## src/rtl/key_pkg.sv

```systemverilog
// Shared types and constants for the front-panel key conditioner.
// Also provides the key channel assignments used by the stopwatch control.
`timescale 1ns/1ps
package key_pkg;

  typedef enum logic [1:0] {
    KEY_IDLE = 2'd0,
    KEY_HELD = 2'd1,
    KEY_LONG = 2'd2
  } key_state_e;

  localparam int KEY_START = 0;
  localparam int KEY_PAUSE = 1;
  localparam int MS_PER_S  = 1000;

  // Width of a counter that must hold 0..limit; a zero limit still needs one bit.
  function automatic int cnt_width(input int limit);
    return (limit < 1) ? 1 : $clog2(limit + 1);
  endfunction

endpackage

```

## src/rtl/key_conditioner_if.sv

```systemverilog
// Key bundle between raw switch inputs and the conditioned pulse outputs.
// The slave modport is the conditioner; the master modport is its user.
`timescale 1ns/1ps
interface key_conditioner_if #(
  parameter int NUM_KEYS = 2
);
  logic [NUM_KEYS-1:0] key_in;
  logic [NUM_KEYS-1:0] key_level;
  logic [NUM_KEYS-1:0] key_press;
  logic [NUM_KEYS-1:0] key_release;
  logic [NUM_KEYS-1:0] key_long;
  logic [NUM_KEYS-1:0] key_repeat;
  logic                ms_tick;

  modport master (
    output key_in,
    input  key_level, key_press, key_release, key_long, key_repeat, ms_tick
  );

  modport slave (
    input  key_in,
    output key_level, key_press, key_release, key_long, key_repeat, ms_tick
  );
endinterface

```

## src/rtl/ms_tick_gen.sv

```systemverilog
// Free-running 1 kHz strobe derived from clk; one cycle high per millisecond.
`timescale 1ns/1ps
module ms_tick_gen
  import key_pkg::*;
#(
  parameter int CLK_HZ = 50_000_000
) (
  input  logic clk,
  input  logic reset_start,
  output logic ms_tick
);

  localparam int TICK_DIV = CLK_HZ / MS_PER_S;
  localparam int TW       = (TICK_DIV > 1) ? $clog2(TICK_DIV) : 1;
  localparam logic [TW-1:0] TICK_LAST = TW'(TICK_DIV - 1);

  logic [TW-1:0] tick_cnt_reg;

  always_ff @(posedge clk or posedge reset_start) begin
    if (reset_start) begin
      tick_cnt_reg <= '0;
    end else if (tick_cnt_reg == TICK_LAST) begin
      tick_cnt_reg <= '0;
    end else begin
      tick_cnt_reg <= tick_cnt_reg + 1'b1;
    end
  end

  assign ms_tick = (tick_cnt_reg == TICK_LAST);

endmodule

```

## src/rtl/key_conditioner.sv

```systemverilog
// Front-panel key conditioner: sync, debounce, press/release edges,
// long-press detection and auto-repeat, independently for each key.
`timescale 1ns/1ps
module key_conditioner
  import key_pkg::*;
#(
  parameter int NUM_KEYS    = 2,
  parameter int CLK_HZ      = 50_000_000,
  parameter int DEBOUNCE_MS = 20,
  parameter int LONG_MS     = 1000,
  parameter int REPEAT_MS   = 200,
  parameter bit ACTIVE_LOW  = 1'b1
) (
  input  logic             clk,
  input  logic             reset_start,
  key_conditioner_if.slave kif
);

  localparam int DW     = cnt_width(DEBOUNCE_MS);
  localparam int HW     = cnt_width(LONG_MS);
  localparam int RW     = cnt_width(REPEAT_MS);
  localparam bit REP_EN = (REPEAT_MS > 0);

  localparam logic [DW-1:0] DEB_LAST  = DW'(DEBOUNCE_MS - 1);
  localparam logic [HW-1:0] HOLD_LAST = HW'(LONG_MS - 1);
  localparam logic [RW-1:0] REP_LAST  = RW'(REP_EN ? REPEAT_MS - 1 : 0);

  logic                ms_tick;
  logic [NUM_KEYS-1:0] level_vec;
  logic [NUM_KEYS-1:0] press_vec;
  logic [NUM_KEYS-1:0] release_vec;
  logic [NUM_KEYS-1:0] long_vec;
  logic [NUM_KEYS-1:0] repeat_vec;

  ms_tick_gen #(
    .CLK_HZ (CLK_HZ)
  ) u_ms_tick_gen (
    .clk         (clk),
    .reset_start (reset_start),
    .ms_tick     (ms_tick)
  );

  generate
    for (genvar gi = 0; gi < NUM_KEYS; gi++) begin : g_key
      logic            sync1_reg;
      logic            sync2_reg;
      logic            k_s;
      logic            level_reg;
      logic            deb_fire;
      logic            rise;
      logic            fall;
      logic [DW-1:0]   deb_cnt_reg;
      logic [HW-1:0]   hold_cnt_reg;
      logic [RW-1:0]   rep_cnt_reg;
      key_state_e      state_reg;
      logic            press_reg;
      logic            release_reg;
      logic            long_reg;
      logic            repeat_reg;

      always_ff @(posedge clk or posedge reset_start) begin
        if (reset_start) begin
          sync1_reg <= ACTIVE_LOW;
          sync2_reg <= ACTIVE_LOW;
        end else begin
          sync1_reg <= kif.key_in[gi];
          sync2_reg <= sync1_reg;
        end
      end

      assign k_s = sync2_reg ^ ACTIVE_LOW;

      // The level commits on the tick that would take the count to DEBOUNCE_MS.
      assign deb_fire = (k_s != level_reg) && ms_tick && (deb_cnt_reg == DEB_LAST);
      assign rise     = deb_fire & k_s;
      assign fall     = deb_fire & ~k_s;

      always_ff @(posedge clk or posedge reset_start) begin
        if (reset_start) begin
          level_reg   <= 1'b0;
          deb_cnt_reg <= '0;
        end else if (k_s == level_reg) begin
          deb_cnt_reg <= '0;
        end else if (deb_fire) begin
          level_reg   <= k_s;
          deb_cnt_reg <= '0;
        end else if (ms_tick) begin
          deb_cnt_reg <= deb_cnt_reg + 1'b1;
        end
      end

      // A release takes priority over a long/repeat tick in the same cycle.
      always_ff @(posedge clk or posedge reset_start) begin
        if (reset_start) begin
          state_reg    <= KEY_IDLE;
          hold_cnt_reg <= '0;
          rep_cnt_reg  <= '0;
          press_reg    <= 1'b0;
          release_reg  <= 1'b0;
          long_reg     <= 1'b0;
          repeat_reg   <= 1'b0;
        end else begin
          press_reg   <= 1'b0;
          release_reg <= 1'b0;
          long_reg    <= 1'b0;
          repeat_reg  <= 1'b0;
          case (state_reg)
            KEY_IDLE: begin
              if (rise) begin
                press_reg    <= 1'b1;
                state_reg    <= KEY_HELD;
                hold_cnt_reg <= '0;
                rep_cnt_reg  <= '0;
              end
            end
            KEY_HELD: begin
              if (fall) begin
                release_reg  <= 1'b1;
                state_reg    <= KEY_IDLE;
                hold_cnt_reg <= '0;
                rep_cnt_reg  <= '0;
              end else if (ms_tick) begin
                if (hold_cnt_reg == HOLD_LAST) begin
                  long_reg    <= 1'b1;
                  state_reg   <= KEY_LONG;
                  rep_cnt_reg <= '0;
                end else begin
                  hold_cnt_reg <= hold_cnt_reg + 1'b1;
                end
              end
            end
            KEY_LONG: begin
              if (fall) begin
                release_reg  <= 1'b1;
                state_reg    <= KEY_IDLE;
                hold_cnt_reg <= '0;
                rep_cnt_reg  <= '0;
              end else if (ms_tick && REP_EN) begin
                if (rep_cnt_reg == REP_LAST) begin
                  repeat_reg  <= 1'b1;
                  rep_cnt_reg <= '0;
                end else begin
                  rep_cnt_reg <= rep_cnt_reg + 1'b1;
                end
              end
            end
            default: begin
              state_reg    <= KEY_IDLE;
              hold_cnt_reg <= '0;
              rep_cnt_reg  <= '0;
            end
          endcase
        end
      end

      assign level_vec[gi]   = level_reg;
      assign press_vec[gi]   = press_reg;
      assign release_vec[gi] = release_reg;
      assign long_vec[gi]    = long_reg;
      assign repeat_vec[gi]  = repeat_reg;
    end
  endgenerate

  assign kif.key_level   = level_vec;
  assign kif.key_press   = press_vec;
  assign kif.key_release = release_vec;
  assign kif.key_long    = long_vec;
  assign kif.key_repeat  = repeat_vec;
  assign kif.ms_tick     = ms_tick;

endmodule

```

## src/flat_wrapper.sv

```systemverilog
// flat-port wrapper written by rule: the top's interface ports become plain ports
module key_conditioner_flat import key_pkg::*;
#(
  parameter int NUM_KEYS    = 2,
  parameter int CLK_HZ      = 50_000_000,
  parameter int DEBOUNCE_MS = 20,
  parameter int LONG_MS     = 1000,
  parameter int REPEAT_MS   = 200,
  parameter bit ACTIVE_LOW  = 1'b1
)
  (clk, reset_start, kif_key_in, kif_key_level, kif_key_press, kif_key_release, kif_key_long, kif_key_repeat, kif_ms_tick);
  key_conditioner_if #(.NUM_KEYS(NUM_KEYS)) kif_i ();
  input  logic clk;
  input  logic reset_start;
  input wire logic [$bits(kif_i.key_in)-1:0] kif_key_in;
  output wire logic [$bits(kif_i.key_level)-1:0] kif_key_level;
  output wire logic [$bits(kif_i.key_press)-1:0] kif_key_press;
  output wire logic [$bits(kif_i.key_release)-1:0] kif_key_release;
  output wire logic [$bits(kif_i.key_long)-1:0] kif_key_long;
  output wire logic [$bits(kif_i.key_repeat)-1:0] kif_key_repeat;
  output wire logic [$bits(kif_i.ms_tick)-1:0] kif_ms_tick;
  assign kif_i.key_in = kif_key_in;
  assign kif_key_level = kif_i.key_level;
  assign kif_key_press = kif_i.key_press;
  assign kif_key_release = kif_i.key_release;
  assign kif_key_long = kif_i.key_long;
  assign kif_key_repeat = kif_i.key_repeat;
  assign kif_ms_tick = kif_i.ms_tick;
  key_conditioner #(.NUM_KEYS(NUM_KEYS), .CLK_HZ(CLK_HZ), .DEBOUNCE_MS(DEBOUNCE_MS), .LONG_MS(LONG_MS), .REPEAT_MS(REPEAT_MS), .ACTIVE_LOW(ACTIVE_LOW)) u_core (.clk(clk), .reset_start(reset_start), .kif(kif_i));
endmodule
```

## config.mk

```make
export PLATFORM = sky130hd
export DESIGN_NAME = key_conditioner_flat
export DESIGN_NICKNAME = d
export VERILOG_FILES = /design/src/rtl/key_pkg.sv /design/src/rtl/key_conditioner_if.sv /design/src/rtl/ms_tick_gen.sv /design/src/rtl/key_conditioner.sv /design/src/flat_wrapper.sv
export SDC_FILE = /design/constraint.sdc
export NUM_CORES = 1
export LEC_CHECK = 0
export BUFFER_PORTS_ARGS = -buffer_cell sky130_fd_sc_hd__clkbuf_2
export CAP_MARGIN = 15
export CORE_MARGIN = 1.5
export CORE_UTILIZATION = 42
export DETAILED_ROUTE_END_ITERATION = 6
export PLACE_DENSITY = 0.7
export REMOVE_ABC_BUFFERS = 1
export SYNTH_ARGS = -nofsm -noshare
export SYNTH_HDL_FRONTEND = slang
export SYNTH_SLANG_ARGS = --single-unit
```

## constraint.sdc

```tcl
create_clock -name clk -period 2.4 [get_ports clk]
set_input_delay 0.12 -clock clk [delete_from_list [all_inputs] [get_ports clk]]
set_output_delay 0.12 -clock clk [all_outputs]
set_load 0.03 [all_outputs]
```

==> results of run 1 <==
==> cell type report <==
type	count	area [um2]	share of cell area (%)
multi-input cells	345	2370	45.5
flip-flops and latches	80	2010	38.6
repair buffers	54	378	7.26
well taps	136	170	3.27
clock buffers	10	128	2.45
clock inverters	6	60.1	1.15
inverters	25	95.1	1.83
==> metal layers <==
| metal | up-vias | track usage (%) | share of wire, % |
|---|---|---|---|
| li1 | 1853 | - | - |
| met1 | 1905 | 25.6 | 49 |
| met2 | 68 | 29.1 | 47 |
| met3 | 8 | 4.13 | 3.2 |
| met4 | 0 | 6.48 | 1.2 |
| met5 | - | 0 | 0 |
==> layout by cell type (no fill, tap or decap), drive strengths merged, types with 4 or more instances in the layout <==
cell type / synthesis / layout
nor4: 8 / 8
and3: 15 / 15
a211o: 4 / 4
a31oi: 14 / 14
o21ai: 16 / 16
o31ai: 7 / 7
a41oi: 12 / 12
mux2i: 5 / 5
a211oi: 6 / 6
dfrtp: 76 / 76
nand2b: 9 / 9
nand4: 11 / 11
o22ai: 6 / 6
a21oi: 14 / 14
nor2: 33 / 33
o211ai: 4 / 4
ha: 13 / 13
nor3: 16 / 16
o41ai: 4 / 4
clkinv: 0 / 4
xor2: 13 / 13
nand2: 37 / 37
nand3: 26 / 26
or3: 9 / 9
nor4b: 4 / 4
dfstp: 4 / 4
inv: 25 / 24
buf: 17 / 37
nor2b: 4 / 4
clkbuf: 6 / 24
xnor2: 6 / 6
==> cell families (layout without fill, tap and decap cells) <==
group,count (synthesis),in the layout,synth area share (%)
AO/OA/AOI/OAI,111,111,17.8
multiplexers,6,6,1.34
flip-flops,80,80,44.0
adder cells (fa/ha/maj),13,13,3.56
buffers and inverters,48,95,5.10
XOR/XNOR,19,19,3.65
AND/OR/NAND/NOR,196,196,24.6
==> final timing paths <==
kind | to | cells after the start
hold reg to reg | u_core.g_key[1].sync2_reg$_DFF_PP1_ | 0
setup reg to reg | u_core.g_key[1].rep_cnt_reg[3]$_DFFE_PP0P_ | 6
setup / recovery | u_core.g_key[1].rep_cnt_reg[3]$_DFFE_PP0P_ | 6
max in group asynchronous | u_core.g_key[0].sync2_reg$_DFF_PP1_ | 4
hold / removal | u_core.g_key[1].deb_cnt_reg[4]$_DFFE_PP0P_ | 3
min in group clk | u_core.g_key[1].sync2_reg$_DFF_PP1_ | 0
==> power by group through the flow <==
stage	sequential [mW]	clock [mW]	combinational (mW)
6_report	1.36	0.963	0.0383
5_1_grt	1.36	1.05	0.0460
4_1_cts	1.36	0.988	0.0409
3_5_place_dp	1.38	0	0.0370
3_3_place_gp	1.38	0	0.0365
2_1_floorplan	1.38	0	0.0227
==> tightest hold or removal path: stages <==
cell,delay (ns)
sky130_fd_sc_hd__dlygate4sd3_1,0.53
sky130_fd_sc_hd__clkbuf_2,0.11
sky130_fd_sc_hd__clkinv_2,0.40
==> repair_timing <==
action / CTS / global route
cloned: 0 / 0
endpoints found under the setup margin: 1 / 22
pin swaps: 0 / 2
hold buffers: 3 / 0
resized for setup: 1 / 10
buffers inserted: 0 / 1
hold endpoints to repair: 35 / 0
==> through the flow <==
| stage | setup TNS (ns) | hold WS (ns) |
|---|---|---|
| floorplan | -11.25 | 0.124 |
| global placement | 0 | 0.181 |
| detailed placement | 0 | 0.185 |
| CTS | 0 | 0.353 |
| global route | 0 | 0.359 |
| finish | 0 | 0.334 |
==> impl_metrics.prom, run 1 <==
# TYPE chip_impl_metric gauge
chip_impl_metric{name="pwr-share-clk",unit="%"} 40.9
chip_impl_info{name="critical_path.slowest_cell",value="sky130_fd_sc_hd__or4b_4"} 1
chip_impl_metric{name="postRouteWirelength",unit="um"} 9950
chip_impl_metric{name="largest_reg_flops",unit=""} 20
chip_impl_metric{name="drv.max_cap_violation_count",unit=""} 0
chip_impl_info{name="crit_path_cell_trace",value="ha_2, and4bb_2, and3_1, a211oi_4, or4b_4, o31ai_1"} 1
chip_impl_metric{name="worst-path-buf-inv",unit=""} 0
chip_impl_info{name="cts-root-buf",value="sky130_fd_sc_hd__clkbuf_8"} 1
chip_impl_metric{name="netSwitchingFraction",unit="%"} 22.1
chip_impl_metric{name="ctsHtreeMaxLevel",unit=""} 3
chip_impl_metric{name="synth.yosys.warnings",unit=""} 0
chip_impl_metric{name="pwr_density_cell",unit="mW/mm2"} 453
chip_impl_metric{name="vias",unit=""} 3834
chip_impl_metric{name="design.final.nets",unit=""} 532
chip_impl_metric{name="timing.final.hold_violations",unit=""} 0
chip_impl_metric{name="critical_path_required",unit="ns"} 2.67
chip_impl_metric{name="finalInstanceArea",unit="mm2"} 0.00520
chip_impl_metric{name="clkSinkCount",unit=""} 80
chip_impl_metric{name="internal-power",unit="mW"} 1.84
chip_impl_metric{name="arrival",unit="ns"} 2.58
chip_impl_metric{name="syn_area",unit="mm2"} 0.00456
chip_impl_metric{name="number_of_iterations_in_the_first_detailed_routing_pass",unit=""} 5
chip_impl_metric{name="residual_antenna_violating_net_count_after_detailed_routing",unit=""} 0
chip_impl_info{name="worst_setup_path_startpoint",value="u_core.g_key[1].deb_cnt_reg[0]$_DFFE_PP0P_"} 1
chip_impl_metric{name="port_buffers",unit=""} 14
chip_impl_metric{name="ys_seq_elements",unit=""} 80
chip_impl_metric{name="grt_max_degree",unit=""} 36
chip_impl_metric{name="fin_util",unit="%"} 50.0
chip_impl_metric{name="drive_above_1_share",unit="%"} 18.8
chip_impl_info{name="ys_top_cells_by_area",value="sky130_fd_sc_hd__dfrtp_1 (42%), sky130_fd_sc_hd__ha_1 (3.6%), sky130_fd_sc_hd__nand2_1 (3.0%)"} 1
chip_impl_metric{name="grt_antenna_before_repair",unit=""} 0
chip_impl_metric{name="die_height",unit="um"} 107
chip_impl_metric{name="fp_rows",unit=""} 37
chip_impl_info{name="worstHoldPathType",value="input port to asynchronous set/reset pin"} 1
chip_impl_info{name="critPathLaunchType",value="flop"} 1
chip_impl_metric{name="seqPwrFrac",unit="%"} 57.5
chip_impl_metric{name="design.core.area",unit="mm2"} 0.0104
chip_impl_metric{name="ctsLongestPathBuffers",unit=""} 2
chip_impl_metric{name="grt_pass1_wl",unit="um"} 17200
chip_impl_metric{name="area_growth_from_synthesis_to_layout",unit="%"} 14.0
chip_impl_metric{name="number_of_different_library_cells_in_the_post_synthesis_netlist",unit=""} 70
chip_impl_metric{name="timing.critical_path.slowest_cell_delay",unit="ns"} 0.53
chip_impl_metric{name="synth.top_cell.area_share",unit="%"} 41.7
chip_impl_info{name="criticalPathCategory",value="flop to flop"} 1
chip_impl_metric{name="yosysSeqAreaShare",unit="%"} 44.0
chip_impl_metric{name="gp_congestion",unit=""} 0.849
chip_impl_info{name="critical_path.reg2reg.startpoint",value="u_core.g_key[1].deb_cnt_reg[0]$_DFFE_PP0P_"} 1
chip_impl_metric{name="start_util",unit="%"} 43.8
chip_impl_metric{name="crit_fanout",unit=""} 5
chip_impl_metric{name="post-route-drc-count",unit=""} 0
chip_impl_metric{name="final_max_slew_viol_count",unit=""} 0
chip_impl_info{name="status",value="completed"} 1
chip_impl_metric{name="vdd.ir_drop.worst",unit="uV"} 297
chip_impl_metric{name="hpwlAfterDp",unit="um"} 7220
chip_impl_metric{name="setup_viol_count_final",unit=""} 0
chip_impl_metric{name="max-slew-margin-rel",unit="%"} 60.5
chip_impl_metric{name="report.power.total",unit="mW"} 2.36
chip_impl_metric{name="place.detailed.instances",unit=""} 636
chip_impl_metric{name="total_switching_power",unit="uW"} 521
chip_impl_metric{name="floorplan.die_area",unit="mm2"} 0.0115
chip_impl_metric{name="max_freq",unit="GHz"} 0.433
chip_impl_metric{name="die_width",unit="um"} 107
chip_impl_metric{name="post-route-worst-setup-slack",unit="ns"} 0.0891
chip_impl_info{name="synth.top_cells.by_count",value="sky130_fd_sc_hd__dfrtp_1 (76), sky130_fd_sc_hd__nand2_1 (37), sky130_fd_sc_hd__nor2_1 (33), sky130_fd_sc_hd__nand3_1 (26), sky130_fd_sc_hd__inv_1 (25)"} 1
chip_impl_metric{name="fin_crit",unit="ns"} 2.31
chip_impl_metric{name="number_of_synthesized_flops_with_an_enable_pin",unit=""} 0
chip_impl_info{name="tritoncts",value="built"} 1
chip_impl_info{name="cpLargestDelayFamily",value="simple AND/OR/NAND/NOR gates"} 1
chip_impl_metric{name="cts.clk_slew.worst_paths",unit="ns"} 0.09
chip_impl_metric{name="detailed_place.area",unit="mm2"} 0.00494
chip_impl_metric{name="postSynth.asyncResetShare",unit="%"} 100
chip_impl_info{name="synth_top_area_cell",value="sky130_fd_sc_hd__dfrtp_1"} 1
chip_impl_metric{name="layout.cells.non_filler",unit=""} 656
chip_impl_metric{name="dr.first_iter.drc_count",unit=""} 317
chip_impl_info{name="setup_repair_after_global_routing_missed_its_margin",value="false"} 1
chip_impl_metric{name="tritoncts.num_buffers",unit=""} 9
chip_impl_metric{name="pre_cts_ws",unit="ns"} 0.00967
chip_impl_metric{name="synthesis.area_per_instance",unit="um2"} 9.65
chip_impl_metric{name="total_routing_usage_reported_by_global_routing",unit="%"} 18.7
chip_impl_metric{name="r2r_slack",unit="ns"} 0.09
chip_impl_info{name="critPathCaptureType",value="flop"} 1
chip_impl_metric{name="num_io_pins",unit=""} 15
chip_impl_metric{name="wl_per_cell",unit="um"} 15.2
chip_impl_metric{name="grt_pass1_vias",unit=""} 3705
chip_impl_metric{name="static-leakage-power",unit="nW"} 2.25
chip_impl_metric{name="avgViaCountPerCell",unit=""} 5.84
chip_impl_metric{name="clock_skew_after_layout",unit="ns"} 0.0138
chip_impl_metric{name="pwr-share-comb",unit="%"} 1.6
chip_impl_info{name="synth_top_flop_cell",value="sky130_fd_sc_hd__dfrtp_1"} 1
chip_impl_metric{name="layout.filler_cells",unit=""} 970
chip_impl_metric{name="finalCritPeriodShare",unit="%"} 96.3
chip_impl_metric{name="worstSkewPairLatency",unit="ns"} 0.36
chip_impl_metric{name="global_route.overflow_total",unit=""} 0
chip_impl_metric{name="synthCells",unit=""} 473
chip_impl_metric{name="worst-slew-pin-transition",unit="ns"} 0.591
chip_impl_info{name="yosysMostFrequentCell",value="sky130_fd_sc_hd__dfrtp_1"} 1
chip_impl_metric{name="antenna_cells_inserted",unit=""} 0
No activity file was read; power rests on OpenSTA's default activity.
==> inputs of run 2 (changes only) <==
--- a/config.mk
+++ b/config.mk
@@ -5,12 +5,13 @@
 export SDC_FILE = /design/constraint.sdc
 export NUM_CORES = 1
 export LEC_CHECK = 0
+export ABC_AREA = 1
 export BUFFER_PORTS_ARGS = -buffer_cell sky130_fd_sc_hd__clkbuf_2
-export CAP_MARGIN = 15
 export CORE_MARGIN = 1.5
 export CORE_UTILIZATION = 42
 export DETAILED_ROUTE_END_ITERATION = 6
 export PLACE_DENSITY = 0.7
+export RECOVER_POWER = 50
 export REMOVE_ABC_BUFFERS = 1
 export SYNTH_ARGS = -nofsm -noshare
 export SYNTH_HDL_FRONTEND = slang
==> impl_metrics.prom, run 2 <==
# TYPE chip_impl_metric gauge
chip_impl_metric{name="vdd.ir_drop.worst",unit="uV"} 309
chip_impl_metric{name="global_route.overflow_total",unit=""} 0
chip_impl_info{name="synth.top_cells.by_count",value="sky130_fd_sc_hd__nand2_1 (152), sky130_fd_sc_hd__dfrtp_1 (76), sky130_fd_sc_hd__nor2_1 (70), sky130_fd_sc_hd__inv_1 (55), sky130_fd_sc_hd__nand3_1 (46)"} 1
chip_impl_metric{name="postSynth.asyncResetShare",unit="%"} 100
chip_impl_info{name="most_common_cell_after_layout_fill_and_taps_aside",value="sky130_fd_sc_hd__nand2_1"} 1
chip_impl_metric{name="synth.top_cell.area_share",unit="%"} 40.3
chip_impl_metric{name="number_of_synthesized_flops_with_an_enable_pin",unit=""} 0
chip_impl_metric{name="wl_per_cell",unit="um"} 12.3
chip_impl_metric{name="max_freq",unit="GHz"} 0.453
chip_impl_info{name="status",value="finished with violations"} 1
chip_impl_metric{name="design.core.area",unit="mm2"} 0.0109
chip_impl_info{name="highest_count_cells_in_the_layout_ignoring_fill_and_taps",value="sky130_fd_sc_hd__nand2_1 (152), sky130_fd_sc_hd__dfrtp_1 (76), sky130_fd_sc_hd__nor2_1 (70), sky130_fd_sc_hd__inv_1 (54), sky130_fd_sc_hd__nand3_1 (46)"} 1
chip_impl_metric{name="timing.critical_path.slowest_cell_delay",unit="ns"} 0.44
chip_impl_metric{name="total_routing_usage_reported_by_global_routing",unit="%"} 17.4
chip_impl_metric{name="number_of_different_library_cells_in_the_post_synthesis_netlist",unit=""} 39
chip_impl_info{name="critPathCaptureType",value="primary output"} 1
chip_impl_metric{name="antenna_cells_inserted",unit=""} 0
chip_impl_metric{name="netSwitchingFraction",unit="%"} 21.2
chip_impl_metric{name="drive_above_1_share",unit="%"} 11.1
chip_impl_info{name="critPathLaunchType",value="flop"} 1
chip_impl_metric{name="hpwlAfterDp",unit="um"} 6570
chip_impl_metric{name="pwr-share-clk",unit="%"} 41.8
chip_impl_metric{name="cts.clk_slew.worst_paths",unit="ns"} 0.08
chip_impl_metric{name="synthMuxAreaShare",unit="%"} 0
chip_impl_metric{name="yosysSeqAreaShare",unit="%"} 42.5
chip_impl_metric{name="seqPwrFrac",unit="%"} 56.3
chip_impl_metric{name="finalSetupTns",unit="ns"} 0
chip_impl_metric{name="yosys.area_share.xor_xnor",unit="%"} 7.24
chip_impl_metric{name="vias",unit=""} 3880
chip_impl_info{name="crit_path_cell_trace",value="nor2_1, nand3_1, nor3_1, nand3_1, inv_1, clkbuf_2"} 1
chip_impl_metric{name="floorplan.die_area",unit="mm2"} 0.0119
chip_impl_info{name="ys_top_cells_by_area",value="sky130_fd_sc_hd__dfrtp_1 (40%), sky130_fd_sc_hd__nand2_1 (12%), sky130_fd_sc_hd__nor2_1 (5.6%)"} 1
chip_impl_metric{name="layout.filler_cells",unit=""} 1049
chip_impl_metric{name="critical_path_required",unit="ns"} 2.28
chip_impl_metric{name="fp_rows",unit=""} 38
chip_impl_info{name="criticalPathCategory",value="flop to primary output"} 1
chip_impl_metric{name="synthesis.area_per_instance",unit="um2"} 8.02
chip_impl_metric{name="post-route-worst-setup-slack",unit="ns"} 0.192
chip_impl_metric{name="post-route-drc-count",unit=""} 0
chip_impl_metric{name="die_height",unit="um"} 109
chip_impl_metric{name="synth_area_in_compound_gates",unit="%"} 4.35
chip_impl_metric{name="synth-simple-area-share",unit="%"} 34.7
chip_impl_metric{name="pre_cts_ws",unit="ns"} 0.183
chip_impl_metric{name="start_util",unit="%"} 43.3
chip_impl_metric{name="fin_crit",unit="ns"} 2.21
chip_impl_metric{name="synthCells",unit=""} 588
chip_impl_info{name="setup_repair_after_global_routing_missed_its_margin",value="false"} 1
chip_impl_metric{name="ys_seq_elements",unit=""} 80
chip_impl_metric{name="syn_area",unit="mm2"} 0.00472
chip_impl_metric{name="finalCritPeriodShare",unit="%"} 92.0
chip_impl_metric{name="cts.repair.resized",unit=""} 0
chip_impl_metric{name="setup_viol_count_final",unit=""} 0
chip_impl_metric{name="grt_pass1_wl",unit="um"} 16300
chip_impl_metric{name="r2r_slack",unit="ns"} 0.24
chip_impl_metric{name="clock_skew_after_layout",unit="ns"} 0.0138
chip_impl_metric{name="die_width",unit="um"} 109
chip_impl_info{name="synth_top_area_cell",value="sky130_fd_sc_hd__dfrtp_1"} 1
chip_impl_info{name="cts-root-buf",value="sky130_fd_sc_hd__clkbuf_8"} 1
chip_impl_metric{name="dr.first_iter.drc_count",unit=""} 188
chip_impl_metric{name="max-slew-margin-rel",unit="%"} -9.93
chip_impl_info{name="tritoncts",value="built"} 1
chip_impl_metric{name="ctsHtreeMaxLevel",unit=""} 3
chip_impl_metric{name="worst-slew-pin-transition",unit="ns"} 1.64
chip_impl_metric{name="static-leakage-power",unit="nW"} 2.39
chip_impl_metric{name="grt_max_degree",unit=""} 47
chip_impl_metric{name="num_io_pins",unit=""} 15
chip_impl_metric{name="ctsLongestPathBuffers",unit=""} 2
chip_impl_metric{name="final_max_slew_viol_count",unit=""} 35
chip_impl_info{name="critical_path.slowest_cell",value="sky130_fd_sc_hd__dfrtp_1"} 1
chip_impl_metric{name="crit_fanout",unit=""} 7
chip_impl_metric{name="internal-power",unit="mW"} 1.90
chip_impl_metric{name="design.final.nets",unit=""} 626
chip_impl_metric{name="worstSkewPairLatency",unit="ns"} 0.36
chip_impl_metric{name="adder_cell_fraction_of_synth_area",unit="%"} 3.45
chip_impl_metric{name="synth.yosys.warnings",unit=""} 0
chip_impl_metric{name="pwr_density_cell",unit="mW/mm2"} 468
chip_impl_info{name="synth_top_family_by_area",value="simple AND/OR/NAND/NOR gates"} 1
chip_impl_metric{name="port_buffers",unit=""} 14
chip_impl_metric{name="grt_pass1_vias",unit=""} 3696
chip_impl_metric{name="pwr-share-comb",unit="%"} 1.8
chip_impl_metric{name="grt_antenna_before_repair",unit=""} 0
chip_impl_info{name="violations",value="max-capacitance violations, max-slew violations"} 1
chip_impl_metric{name="clkSinkCount",unit=""} 80
chip_impl_info{name="synth_top_flop_cell",value="sky130_fd_sc_hd__dfrtp_1"} 1
chip_impl_metric{name="residual_antenna_violating_net_count_after_detailed_routing",unit=""} 0
chip_impl_metric{name="total_switching_power",unit="uW"} 510
chip_impl_metric{name="drv.max_cap_violation_count",unit=""} 1
chip_impl_metric{name="arrival",unit="ns"} 2.09
chip_impl_metric{name="timing.final.hold_violations",unit=""} 0
chip_impl_metric{name="area_growth_from_synthesis_to_layout",unit="%"} 9.07
chip_impl_metric{name="largest_reg_flops",unit=""} 20
chip_impl_metric{name="avgViaCountPerCell",unit=""} 5.15
chip_impl_info{name="worstHoldPathType",value="flop to flop"} 1
chip_impl_metric{name="gp_congestion",unit=""} 0.833
chip_impl_metric{name="tritoncts.num_buffers",unit=""} 9
chip_impl_metric{name="number_of_iterations_in_the_first_detailed_routing_pass",unit=""} 4
chip_impl_metric{name="postRouteWirelength",unit="um"} 9270
chip_impl_info{name="cp_common_cell",value="sky130_fd_sc_hd__nand3_1"} 1
chip_impl_info{name="yosysMostFrequentCell",value="sky130_fd_sc_hd__nand2_1"} 1
==> run 2: cell types whose count changed after synthesis, sizes merged, moves of 7 or more <==
cell | before | now
nor2 | 33 | 76
a21oi | 14 | 3
and3 | 15 | 3
nand4 | 11 | 32
nand2 | 37 | 162
nand2b | 9 | 0
xnor2 | 6 | 13
nand3 | 26 | 51
or3 | 9 | 0
inv | 25 | 58
xor2 | 13 | 26
o31ai | 7 | 0
a31oi | 14 | 2
a41oi | 12 | 0
==> run 2: path summary, 6_finish.rpt <==
check	depth (start not counted)	startpoint	to
min in group asynchronous	3	reset_start	u_core.g_key[1].rep_cnt_reg[1]$_DFFE_PP0P_
worst min register to register	0	u_core.g_key[0].sync1_reg$_DFF_PP1_	u_core.g_key[0].sync2_reg$_DFF_PP1_
worst max-delay path	6	u_core.u_ms_tick_gen.tick_cnt_reg[5]$_DFF_PP0_	kif_ms_tick
max in group asynchronous	4	reset_start	u_core.g_key[0].sync2_reg$_DFF_PP1_
worst min-delay path	0	u_core.g_key[0].sync1_reg$_DFF_PP1_	u_core.g_key[0].sync2_reg$_DFF_PP1_
worst max register to register	12	u_core.u_ms_tick_gen.tick_cnt_reg[0]$_DFF_PP0_	u_core.g_key[0].rep_cnt_reg[3]$_DFFE_PP0P_
==> run 2: critical path: cells and delay by family (launching register included) <==
family	cells	cell delay, ns
buffers and inverters	2	0.55
DFF	1	0.44
and+or+nand+nor	4	0.73
==> run 2: power by group through the flow <==
| stage | Clock [mW] | Sequential (mW) | Combinational [mW] |
|---|---|---|---|
| after floorplan | 0 | 1.38 | 0.0259 |
| after global placement | 0 | 1.38 | 0.0419 |
| after detailed placement | 0 | 1.38 | 0.0434 |
| after CTS | 1.04 | 1.36 | 0.0472 |
| after global routing | 1.08 | 1.36 | 0.0522 |
| final | 1.01 | 1.36 | 0.0443 |
==> run 2: per-layer routing <==
layer | vias to the layer above | wire length [um] | global-route usage [%]
met5 | - | 0 | 0
met4 | 0 | 180 | 8.46
met3 | 16 | 301 | 4.12
li1 | 1940 | - | -
met2 | 62 | 4320 | 27.8
met1 | 1862 | 4460 | 22.0
==> run 2: cell families (layout without fill, tap and decap cells) <==
| kind of cell | count (synthesis) | in the layout |
|---|---|---|
| xor+xnor | 39 | 39 |
| fa+ha+maj | 13 | 13 |
| buf+inv | 78 | 104 |
| simple gates | 346 | 346 |
| compound gates | 32 | 32 |
| flops | 80 | 80 |
==> run 2: through the flow <==
| step | std cells | power (mW) | cell area, um2 | utilization [%] | hold slack [ns] |
|---|---|---|---|---|---|
| 3_5_place_dp | 730 | 1.43 | 4890 | 44.9 | 0.209 |
| 4_1_cts | 749 | 2.45 | 5120 | 47.0 | 0.356 |
| 6_report | 754 | 2.41 | 5150 | 47.3 | 0.360 |
| 2_1_floorplan | 568 | 1.41 | 4570 | - | 0.124 |
| 5_1_grt | 754 | 2.49 | 5150 | 47.3 | 0.362 |
| 3_3_place_gp | 730 | 1.43 | 4890 | 44.9 | 0.200 |
==> run 2: final cells by class <==
cell class	instances	area, um2	area share, %
sequential	80	2010	39.0
tap	140	175	3.40
clock inverter	3	40.0	0.778
inverter	58	219	4.25
multi-input combinational	430	2350	45.6
timing repair buffer	30	199	3.87
clock buffer	13	159	3.09
==> run 2: what timing repair did <==
| item | in CTS | in global routing |
|---|---|---|
| hold endpoints to repair | 34 | 0 |
| setup buffers | 0 | 5 |
| setup endpoints to repair | 0 | 21 |
| hold buffers | 3 | 0 |
==> inputs of run 3 (changes only) <==
--- a/config.mk
+++ b/config.mk
@@ -13,6 +13,7 @@
 export PLACE_DENSITY = 0.7
 export RECOVER_POWER = 50
 export REMOVE_ABC_BUFFERS = 1
+export SETUP_SLACK_MARGIN = 0.2
 export SYNTH_ARGS = -nofsm -noshare
 export SYNTH_HDL_FRONTEND = slang
 export SYNTH_SLANG_ARGS = --single-unit
==> impl_metrics.prom, run 3 (synthesis gave the netlist of run 2 again) <==
# TYPE chip_impl_metric gauge
chip_impl_info{name="status",value="finished with violations"} 1
chip_impl_info{name="violations",value="max-capacitance violations, max-slew violations"} 1
chip_impl_metric{name="static-leakage-power",unit="nW"} 2.43
chip_impl_info{name="critPathLaunchType",value="flop"} 1
chip_impl_info{name="critical_path.slowest_cell",value="sky130_fd_sc_hd__dfrtp_1"} 1
chip_impl_metric{name="number_of_iterations_in_the_first_detailed_routing_pass",unit=""} 4
chip_impl_metric{name="pwr_density_cell",unit="mW/mm2"} 459
chip_impl_metric{name="num_io_pins",unit=""} 15
chip_impl_metric{name="clkSinkCount",unit=""} 80
chip_impl_metric{name="place.detailed.instances",unit=""} 730
chip_impl_metric{name="finalHoldWorstSlack",unit="ns"} 0.359
chip_impl_metric{name="post-route-drc-count",unit=""} 0
chip_impl_metric{name="antenna_cells_inserted",unit=""} 0
chip_impl_metric{name="worst-path-buf-inv",unit=""} 2
chip_impl_metric{name="global_route.overflow_total",unit=""} 0
chip_impl_metric{name="r2r_slack",unit="ns"} 0.32
chip_impl_metric{name="gp_congestion",unit=""} 0.833
chip_impl_metric{name="ctsHtreeMaxLevel",unit=""} 3
chip_impl_metric{name="final_max_slew_viol_count",unit=""} 35
chip_impl_metric{name="fp_rows",unit=""} 38
chip_impl_metric{name="timing.critical_path.slowest_cell_delay",unit="ns"} 0.44
chip_impl_info{name="critPathCaptureType",value="primary output"} 1
chip_impl_metric{name="dr.first_iter.drc_count",unit=""} 213
chip_impl_metric{name="vdd.ir_drop.worst",unit="uV"} 309
chip_impl_metric{name="grt_antenna_before_repair",unit=""} 0
chip_impl_metric{name="clock_skew_after_layout",unit="ns"} 0.0115
chip_impl_metric{name="design.core.area",unit="mm2"} 0.0109
chip_impl_metric{name="seqPwrFrac",unit="%"} 56.3
chip_impl_metric{name="wl_per_cell",unit="um"} 12.5
chip_impl_metric{name="max_freq",unit="GHz"} 0.465
chip_impl_metric{name="floorplan.die_area",unit="mm2"} 0.0119
chip_impl_metric{name="grt_max_degree",unit=""} 47
chip_impl_metric{name="min_delay_path_depth",unit=""} 0
chip_impl_metric{name="reg2reg_depth",unit=""} 12
chip_impl_metric{name="vias",unit=""} 3939
chip_impl_metric{name="layout.filler_cells",unit=""} 1028
chip_impl_metric{name="cts.clk_slew.worst_paths",unit="ns"} 0.08
chip_impl_metric{name="pre_cts_ws",unit="ns"} 0.183
chip_impl_info{name="most_common_cell_after_layout_fill_and_taps_aside",value="sky130_fd_sc_hd__nand2_1"} 1
chip_impl_metric{name="pwr-share-comb",unit="%"} 1.8
chip_impl_metric{name="total_routing_usage_reported_by_global_routing",unit="%"} 17.4
chip_impl_info{name="hold_worst_path_end",value="u_core.g_key[0].sync2_reg$_DFF_PP1_"} 1
chip_impl_metric{name="worstSkewPairLatency",unit="ns"} 0.36
chip_impl_metric{name="crit_fanout",unit=""} 7
chip_impl_metric{name="die_height",unit="um"} 109
chip_impl_metric{name="area_growth_from_synthesis_to_layout",unit="%"} 11.3
chip_impl_info{name="cpLargestDelayFamily",value="simple AND/OR/NAND/NOR gates"} 1
chip_impl_metric{name="drv.max_cap_violation_count",unit=""} 1
chip_impl_metric{name="fin_crit",unit="ns"} 2.15
chip_impl_metric{name="finalCritPeriodShare",unit="%"} 89.5
chip_impl_metric{name="internal-power",unit="mW"} 1.90
chip_impl_info{name="crit_path_cell_trace",value="nor2_1, nand3_1, nor3_1, nand3_2, inv_2, clkbuf_2"} 1
chip_impl_metric{name="critical_path_required",unit="ns"} 2.28
chip_impl_metric{name="grt_pass1_vias",unit=""} 3719
chip_impl_metric{name="die_width",unit="um"} 109
chip_impl_metric{name="worst-slew-pin-transition",unit="ns"} 1.63
chip_impl_metric{name="hpwlAfterDp",unit="um"} 6570
chip_impl_metric{name="post-route-worst-setup-slack",unit="ns"} 0.252
chip_impl_metric{name="ctsLongestPathBuffers",unit=""} 2
chip_impl_metric{name="grt_pass1_wl",unit="um"} 16300
chip_impl_metric{name="total_switching_power",unit="uW"} 512
chip_impl_metric{name="fin_util",unit="%"} 48.2
chip_impl_metric{name="port_buffers",unit=""} 14
chip_impl_metric{name="max-slew-margin-rel",unit="%"} -9.40
chip_impl_metric{name="finalSetupTns",unit="ns"} 0
chip_impl_metric{name="start_util",unit="%"} 43.3
chip_impl_info{name="min-delay-start",value="u_core.g_key[0].sync1_reg$_DFF_PP1_"} 1
chip_impl_metric{name="largest_reg_flops",unit=""} 20
chip_impl_metric{name="netSwitchingFraction",unit="%"} 21.2
chip_impl_metric{name="timing.final.hold_violations",unit=""} 0
chip_impl_info{name="regToRegEndpoint",value="u_core.g_key[1].hold_cnt_reg[6]$_DFFE_PP0P_"} 1
chip_impl_info{name="tritoncts",value="built"} 1
chip_impl_metric{name="residual_antenna_violating_net_count_after_detailed_routing",unit=""} 0
chip_impl_metric{name="pwr-share-clk",unit="%"} 41.9
chip_impl_metric{name="layout.cells.non_filler",unit=""} 762
chip_impl_metric{name="postRouteWirelength",unit="um"} 9530
chip_impl_metric{name="setup_viol_count_final",unit=""} 0
chip_impl_info{name="critical_path.reg2reg.startpoint",value="u_core.u_ms_tick_gen.tick_cnt_reg[11]$_DFF_PP0_"} 1
chip_impl_metric{name="arrival",unit="ns"} 2.03
chip_impl_info{name="setup_repair_after_global_routing_missed_its_margin",value="false"} 1
chip_impl_info{name="worstHoldPathType",value="flop to flop"} 1
chip_impl_info{name="highest_count_cells_in_the_layout_ignoring_fill_and_taps",value="sky130_fd_sc_hd__nand2_1 (149), sky130_fd_sc_hd__dfrtp_1 (76), sky130_fd_sc_hd__nor2_1 (70), sky130_fd_sc_hd__inv_1 (53), sky130_fd_sc_hd__nand3_1 (45)"} 1
chip_impl_info{name="criticalPathCategory",value="flop to primary output"} 1
chip_impl_info{name="cts-root-buf",value="sky130_fd_sc_hd__clkbuf_8"} 1
chip_impl_metric{name="design.final.nets",unit=""} 634
chip_impl_metric{name="avgViaCountPerCell",unit=""} 5.17
chip_impl_metric{name="drive_above_1_share",unit="%"} 13.2
chip_impl_metric{name="tritoncts.num_buffers",unit=""} 9
-- run 3: cell count changes in the layout (fill, tap and decap cells not counted), moves of 2 or more --
cell,previous run,this run
sky130_fd_sc_hd__nand2_1,152,149
sky130_fd_sc_hd__nand3_4,2,4
sky130_fd_sc_hd__buf_4,12,20
sky130_fd_sc_hd__nand2_2,8,11
-- run 3: layout make-up --
class                      count  area (um2)  share of cell area (%)
multi-input combinational    430        2380                    45.4
sequential                    80        2010                    38.2
timing repair buffer          38         259                    4.93
inverter                      58         226                    4.31
tap                          140         175                    3.34
clock buffer                  13         159                    3.03
clock inverter                 3        40.0                   0.762
-- run 3: what timing repair did --
action | CTS | global route
gates resized for setup | 1 | 12
hold endpoints to repair | 34 | 0
hold buffers | 3 | 0
setup endpoints to repair | 12 | 36
setup buffers | 4 | 9
pin swaps | 1 | 4
-- run 3: worst reg2reg max path, stage by stage (launching register included) --
cell,delay (ns)
sky130_fd_sc_hd__dfrtp_1,0.42
sky130_fd_sc_hd__inv_1,0.10
sky130_fd_sc_hd__nand2_1,0.05
sky130_fd_sc_hd__nor2_1,0.21
sky130_fd_sc_hd__nand2_2,0.12
sky130_fd_sc_hd__nor2_4,0.15
sky130_fd_sc_hd__buf_4,0.16
sky130_fd_sc_hd__nand4_1,0.14
sky130_fd_sc_hd__nand2_2,0.13
sky130_fd_sc_hd__buf_4,0.17
sky130_fd_sc_hd__nand3_4,0.15
sky130_fd_sc_hd__nand2_1,0.11
sky130_fd_sc_hd__nand2_1,0.06
-- run 3: per-layer routing --
layer	vias to the layer above	GRT usage (%)	part of all wire [%]
met3	17	4.06	3.0
met2	67	28.3	48
li1	1955	-	-
met4	0	7.99	1.8
met5	-	0	0
met1	1900	22.0	47
-- run 3: power by group through the flow --
stage	clock network, mW	registers, mW	logic (mW)
2_1_floorplan	0	1.38	0.0259
3_3_place_gp	0	1.38	0.0419
3_5_place_dp	0	1.38	0.0434
4_1_cts	1.04	1.36	0.0472
5_1_grt	1.08	1.36	0.0523
6_report	1.01	1.36	0.0442
-- run 3: worst max-delay path by stage --
stage                     cells after the start                                           to                                           start  slack (ns)
after global placement                       12   u_core.g_key[1].rep_cnt_reg[1]$_DFFE_PP0P_  u_core.u_ms_tick_gen.tick_cnt_reg[0]$_DFF_PP0_        0.28
after CTS                                    12   u_core.g_key[0].rep_cnt_reg[3]$_DFFE_PP0P_  u_core.u_ms_tick_gen.tick_cnt_reg[0]$_DFF_PP0_        0.23
final                                         6                                  kif_ms_tick  u_core.u_ms_tick_gen.tick_cnt_reg[5]$_DFF_PP0_        0.25
after global routing                          6                                  kif_ms_tick  u_core.u_ms_tick_gen.tick_cnt_reg[5]$_DFF_PP0_        0.15
after detailed placement                     10  u_core.g_key[0].hold_cnt_reg[7]$_DFFE_PP0P_  u_core.u_ms_tick_gen.tick_cnt_reg[0]$_DFF_PP0_        0.18
after floorplan                               9  u_core.g_key[0].hold_cnt_reg[9]$_DFFE_PP0P_     u_core.g_key[0].hold_cnt_reg[0]$_DFFE_PP0P_        0.22
-- run 3: per-stage QoR --
step | area [um2] | power (mW)
3_5_place_dp | 4890 | 1.43
6_report | 5250 | 2.41
3_3_place_gp | 4890 | 1.43
2_1_floorplan | 4570 | 1.41
5_1_grt | 5250 | 2.49
4_1_cts | 5150 | 2.45
